## config.mk

```make
export PLATFORM = sky130hd
export DESIGN_NAME = output_buffer_scan_reader
export DESIGN_NICKNAME = d
export VERILOG_FILES = /design/src/rtl/output_buffer_scan_reader.sv
export SDC_FILE = /design/constraint.sdc
export NUM_CORES = 2
export LEC_CHECK = 0
export BUFFER_PORTS_ARGS = -buffer_cell sky130_fd_sc_hd__buf_2
export CAP_MARGIN = 0
export CORE_AREA = 10 10 417 419
export CTS_CLUSTER_SIZE = 8
export DETAILED_ROUTE_END_ITERATION = 7
export DIE_AREA = 0 0 427 429
export GPL_TIMING_DRIVEN = 0
export HOLD_SLACK_MARGIN = 0.06
export PLACE_DENSITY = 0.56
export SKIP_LAST_GASP = 1
export SLEW_MARGIN = 20
export SYNTH_ARGS = -nofsm -noshare
export SYNTH_HDL_FRONTEND = slang
export SYNTH_SLANG_ARGS = --single-unit
export TNS_END_PERCENT = 20
```

## constraint.sdc

```tcl
create_clock -name clk_i -period 68.1 [get_ports clk_i]
set_input_delay 13.62 -clock clk_i [delete_from_list [all_inputs] [get_ports clk_i]]
set_output_delay 13.62 -clock clk_i [all_outputs]
set_load 0.02 [all_outputs]
```

## src/rtl/output_buffer_scan_reader.sv

```systemverilog
// Read-mode output buffer: snapshots the PIM ADC bus, scans a run of ADC slices,
// thermometer-decodes (or passes raw) each one into a small FIFO drained by CPU reads.
module output_buffer_scan_reader #(
    parameter int NUM_ADC  = 128,
    parameter int ADC_BITS = 8,
    parameter int DEPTH    = 8,
    parameter int IDXW     = $clog2(NUM_ADC)
) (
    input  logic                          clk_i,
    input  logic                          rst_i,
    input  logic [NUM_ADC*ADC_BITS-1:0]   pim_output_i,
    input  logic                          snap_en_i,
    input  logic                          start_i,
    input  logic [IDXW-1:0]               start_idx_i,
    input  logic [IDXW:0]                 count_i,
    input  logic                          raw_mode_i,
    input  logic                          rd_en_i,
    output logic [31:0]                   rd_data_o,
    output logic                          busy_o,
    output logic                          empty_o,
    output logic                          full_o,
    output logic [$clog2(DEPTH):0]        level_o,
    output logic                          err_o
);

    localparam int BUSW = NUM_ADC * ADC_BITS;
    localparam int PTRW = $clog2(DEPTH);
    localparam int LVLW = PTRW + 1;
    localparam logic [IDXW:0]   NUM_ADC_W = (IDXW+1)'(NUM_ADC);
    localparam logic [IDXW-1:0] LAST_IDX  = IDXW'(NUM_ADC - 1);
    localparam logic [LVLW-1:0] DEPTH_W   = LVLW'(DEPTH);

    typedef enum logic {
        IDLE = 1'b0,
        SCAN = 1'b1
    } state_t;

    state_t state_q, state_d;

    logic [BUSW-1:0]     snapshot_q, snapshot_d;
    logic [IDXW-1:0]     idx_q, idx_d;
    logic [IDXW:0]       remaining_q, remaining_d;
    logic                raw_q, raw_d;
    logic                err_q, err_d;
    logic [PTRW-1:0]     wr_ptr_q, wr_ptr_d;
    logic [PTRW-1:0]     rd_ptr_q, rd_ptr_d;
    logic [LVLW-1:0]     level_q, level_d;
    logic [31:0]         mem_q [DEPTH];

    logic                fifo_empty;
    logic                fifo_full;
    logic                pop;
    logic                push;
    logic                start_accept;

    logic [ADC_BITS-1:0] slice_arr [NUM_ADC];
    logic [ADC_BITS-1:0] cur_slice;
    logic [ADC_BITS-1:0] inv_slice;
    logic [ADC_BITS-1:0] therm_chk;
    logic                therm_ok;
    logic [4:0]          zero_cnt;
    logic                entry_invalid;
    logic [15:0]         entry_data;
    logic [31:0]         entry_word;

    // ADC 0 sits at the MSB end of the bus.
    genvar gi;
    generate
        for (gi = 0; gi < NUM_ADC; gi++) begin : g_slice
            assign slice_arr[gi] = snapshot_q[BUSW-1-ADC_BITS*gi -: ADC_BITS];
        end
    endgenerate

    assign cur_slice = slice_arr[idx_q];

    // A valid code is ones-then-zeros, so its inverse is zeros-then-ones,
    // i.e. inverse+1 is a power of two (or wraps to zero).
    always_comb begin
        inv_slice = ~cur_slice;
        therm_chk = inv_slice & (inv_slice + ADC_BITS'(1));
        therm_ok  = (therm_chk == '0);
        zero_cnt  = '0;
        for (int b = 0; b < ADC_BITS; b++) begin
            zero_cnt = zero_cnt + {4'd0, inv_slice[b]};
        end
    end

    always_comb begin
        entry_invalid = 1'b0;
        entry_data    = '0;
        if (raw_q) begin
            entry_data = 16'(cur_slice);
        end else if (therm_ok) begin
            entry_data = {11'd0, zero_cnt};
        end else begin
            entry_invalid = 1'b1;
        end
        entry_word                = '0;
        entry_word[31]            = entry_invalid;
        entry_word[16 +: IDXW]    = idx_q;
        entry_word[15:0]          = entry_data;
    end

    assign fifo_empty   = (level_q == '0);
    assign fifo_full    = (level_q == DEPTH_W);
    assign pop          = rd_en_i && !fifo_empty;
    assign push         = (state_q == SCAN) && (!fifo_full || pop);
    assign start_accept = (state_q == IDLE) && start_i && (count_i != '0);

    // State register
    always_ff @(posedge clk_i or posedge rst_i) begin
        if (rst_i) begin
            state_q <= IDLE;
        end else begin
            state_q <= state_d;
        end
    end

    // Next-state logic
    always_comb begin
        state_d = state_q;
        case (state_q)
            IDLE: if (start_accept) state_d = SCAN;
            SCAN: if (push && remaining_q == (IDXW+1)'(1)) state_d = IDLE;
            default: state_d = IDLE;
        endcase
    end

    // Datapath next values
    always_comb begin
        snapshot_d  = snapshot_q;
        idx_d       = idx_q;
        remaining_d = remaining_q;
        raw_d       = raw_q;
        err_d       = err_q;
        wr_ptr_d    = wr_ptr_q;
        rd_ptr_d    = rd_ptr_q;
        level_d     = level_q;

        if (state_q == IDLE && snap_en_i) begin
            snapshot_d = pim_output_i;
        end

        if (start_accept) begin
            idx_d       = start_idx_i;
            remaining_d = (count_i > NUM_ADC_W) ? NUM_ADC_W : count_i;
            raw_d       = raw_mode_i;
            err_d       = 1'b0;
        end

        if (push) begin
            idx_d       = (idx_q == LAST_IDX) ? '0 : idx_q + IDXW'(1);
            remaining_d = remaining_q - (IDXW+1)'(1);
            wr_ptr_d    = wr_ptr_q + PTRW'(1);
            if (entry_invalid) begin
                err_d = 1'b1;
            end
        end

        if (pop) begin
            rd_ptr_d = rd_ptr_q + PTRW'(1);
        end

        case ({push, pop})
            2'b10:   level_d = level_q + LVLW'(1);
            2'b01:   level_d = level_q - LVLW'(1);
            default: level_d = level_q;
        endcase
    end

    always_ff @(posedge clk_i or posedge rst_i) begin
        if (rst_i) begin
            snapshot_q  <= '0;
            idx_q       <= '0;
            remaining_q <= '0;
            raw_q       <= 1'b0;
            err_q       <= 1'b0;
            wr_ptr_q    <= '0;
            rd_ptr_q    <= '0;
            level_q     <= '0;
        end else begin
            snapshot_q  <= snapshot_d;
            idx_q       <= idx_d;
            remaining_q <= remaining_d;
            raw_q       <= raw_d;
            err_q       <= err_d;
            wr_ptr_q    <= wr_ptr_d;
            rd_ptr_q    <= rd_ptr_d;
            level_q     <= level_d;
        end
    end

    // Storage needs no reset; occupancy tracking decides what is readable.
    always_ff @(posedge clk_i) begin
        if (push) begin
            mem_q[wr_ptr_q] <= entry_word;
        end
    end

    // Output logic
    always_comb begin
        busy_o    = (state_q == SCAN);
        rd_data_o = '0;
        if (rd_en_i && !fifo_empty) begin
            rd_data_o = mem_q[rd_ptr_q];
        end
    end

    assign empty_o = fifo_empty;
    assign full_o  = fifo_full;
    assign level_o = level_q;
    assign err_o   = err_q;

endmodule

```

==> impl_metrics.yaml <==
finish:
  finalInstanceArea_mm2: 0.0671
  nets: 5707
  fillCellCount: 15839
  multi_input_area_mm2: 0.0217
  area_growth_pct: 26.0
  drive_gt1_share_pct: 57.6
  seq_area_mm2: 0.0302
setup_path:
  start_kind: "primary input"
  reg2reg_depth: 19
  rr_startpoint: "idx_q[1]"
  path_depth: 6
  cp_num_buf_inv: 4
  max_stage_delay_ps: 510
  cp_max_fo: 10
  cp.required_ps: 54480
  crit_path_end_kind: "output port"
  cp_data_arrival_time_ps: 15030
  crit_family: "buffers and inverters"
  cp_slowest_cell: "clkbuf_1"
  critical_path_class: "in2out"
  startpoint: "rd_en_i"
  crit_chain: "buf_2 > nand2b_1 > clkbuf_1 > clkbuf_1 > nor2_1 > buf_2"
power_and_ir_drop:
  switching_share_pct: 40.0
  switching_power_uw: 1490
  p_per_area_mw_per_mm2: 55.3
  p_total_uw: 3710
  ir_drop_uv: 36.3
  comb_power_share_pct: 44.7
  pwr-share-seq_pct: 34.5
  clkPwrFrac_pct: 20.8
  p_int_uw: 2220
  p_leak_uw: 0.0288
timing:
  finalHoldViolCount: 0
  clock_skew_ps: 43.4
  fin_crit_ps: 28650
  worstMarginPinSlew_ps: 1170
  hold-worst-slack_ps: 497
  max-slew-margin-rel_pct: 22.0
  setup_tns_ps: 0
  fmaxAchievable_ghz: 0.0349
  finalMaxSlewViolations: 0
  setup_viol: 0
  rsz0062_at_grt: "false"
  period_share_pct: 42.1
clock_tree:
  cts_root_buf: "clkbuf_16"
  hold_buffers: 0
  cts_max_level: 4
  cts_setup_buffers: 0
  cts_buffer_depth: 3
  clock_sinks: 1180
  numCtsBuffers: 167
  clock_latency_ps: 830
  clk_pin_slew_worst_paths_ps: 50
  ctsResizeCount: 0
  cts_tree: "done"
global_route:
  antenna_found_initial: 252
  grt_pass1_vias: 40034
  grt_max_degree: 107
  grt_usage_pct: 30.1
  overflow: 0
  grt_pass1_wl_um: 369000
place:
  place_area_mm2: 0.0622
  dp_hpwl_um: 219000
  routabilityCongestion: 0.899
  port_buffers: 1068
logic_synthesis:
  ys_top_cells_by_area: "dfrtp_1, mux2_2, mux4_2"
  synth-seq-cells: 1180
  synth_top_cell_area_share_pct: 49.5
  synth_area_mm2: 0.0532
  ys_seq_area_share_pct: 56.7
  avgSynthCellArea_um2: 15.9
  yosys_warnings: 0
  netlist_instances: 3355
  ys.flop_type: "dfrtp_1"
  synth_top_cell_by_area: "dfrtp_1"
  synthArstFlopShare_pct: 89.2
  synth_edf_count: 128
  synthDistinctLibCells: 77
floorplan:
  floorplan.die_area_mm2: 0.183
  core-area_mm2: 0.166
  start_util_pct: 32.1
  io_pins: 1085
  chipWidth_um: 427
  num_rows: 150
  die_h_um: 429
hold_path:
  whs_path_depth: 1
  hold_start: "level_o[3]"
  hold_class: "reg2reg"
drt:
  wl_um: 284000
  firstDrtPassIters: 5
  wire_per_inst_um: 40.6
  vias: 39065
  drt_iter0_drc: 3816
  drc: 0
  ant_nets: 0
  viasPerCell: 5.59
status:
  status: "completed"
job:
  maxCapViolCount: 0
==> cell type report <==
class | count | area share, %
Antenna cell | 103 | 0.384
Buffer | 255 | 2.09
Clock buffer | 190 | 6.39
Clock inverter | 20 | 0.481
Inverter | 23 | 0.140
Multi-Input combinational cell | 1912 | 32.4
Sequential cell | 1180 | 45.0
Tap cell | 2204 | 4.11
Timing Repair Buffer | 1106 | 9.00
==> sequential cells by signal, summed over array words and instances (netlist names) <==
| name | flops |
|---|---|
| slice_arr | 1024 |
| mem_q | 128 |
| remaining_q | 8 |
| idx_q | 7 |
| level_o | 4 |
| rd_ptr_q | 3 |
| wr_ptr_q | 3 |
| busy_o | 1 |
| err_o | 1 |
| raw_q | 1 |
==> cell usage after synthesis (5+ instances only) <==
master,number
inv_1,22
nand3_1,10
fa_1,5
nor3_1,7
a211oi_1,16
mux4_1,18
a221oi_1,19
buf_12,5
a31oi_1,8
a22o_1,10
nand2_1,65
o211ai_1,8
a21oi_1,37
nor2_1,56
nand2b_1,7
mux2i_1,161
o22ai_1,16
buf_4,30
mux4_2,204
clkbuf_1,152
buf_1,17
buf_2,31
xnor2_1,5
nand4_1,6
a311oi_1,10
a22oi_1,19
o21ai_0,16
a32oi_1,8
edfxtp_1,128
mux2_2,1048
o221ai_1,27
buf_6,16
a211o_1,13
ha_1,12
dfrtp_1,1052
and2_1,9
nor4_1,6
nor2b_1,7
==> cell families after synthesis <==
kind of cell / after synthesis / share of synthesized area, %
simple gates: 194 / 1.74
flops: 1180 / 56.7
buf+inv: 278 / 2.71
compound gates: 245 / 3.54
fa+ha+maj: 17 / 0.470
other cells: 1 / 0.00704
xor+xnor: 8 / 0.132
mux: 1432 / 34.7
==> stage by stage <==
step,util [%],cells,worst slack [ps]
after floorplan,-,3370,24870
after global placement,37.0,6642,11370
after detailed placement,37.5,6678,39410
after CTS,40.3,6888,39420
after global routing,40.4,6959,39260
final,40.4,6993,39450
==> per-layer routing <==
metal  track usage (%)  wire, µm  vias to the layer above
met3              6.99     21100                      724
met5                 0       462                        -
met2              49.8    139000                     2246
met1              37.0    109000                    20679
met4              14.1     15300                       70
li1                  -         -                    15346
==> cell usage in the layout (no fill, tap or decap), drive strengths merged, types with 9 or more instances in the layout <==
cell,n
ha,12
a22o,10
a22oi,20
o211ai,9
clkinv,13
and2,13
a211oi,18
mux2i,161
nand3,10
clkbuf,343
a211o,13
mux2,1049
nor2,57
nand2,65
diode,103
edfxtp,128
o221ai,27
mux4,222
o21ai,18
a311oi,10
dfrtp,1052
inv,30
a21oi,37
o22ai,16
buf,1208
a221oi,20
conb,16
==> path summary, 6_finish.rpt <==
check,to,slack [ps]
worst max-delay path,rd_data_o[18],39450
worst min-delay path,level_o[3],500
worst max register to register,mem_q[0][1],58720
worst min register to register,level_o[3],500
max in group asynchronous,slice_arr[855],52430
min in group asynchronous,slice_arr[589],12820
==> power groups by stage <==
| stage | clock network (µW) | logic [µW] | registers [µW] |
|---|---|---|---|
| final | 772 | 1660 | 1280 |
| after global placement | 0 | 1610 | 1280 |
| after CTS | 782 | 1660 | 1270 |
| after detailed placement | 0 | 1650 | 1280 |
| after global routing | 811 | 1720 | 1310 |
| after floorplan | 0 | 959 | 1210 |
Power figures use the tool's default switching activity.
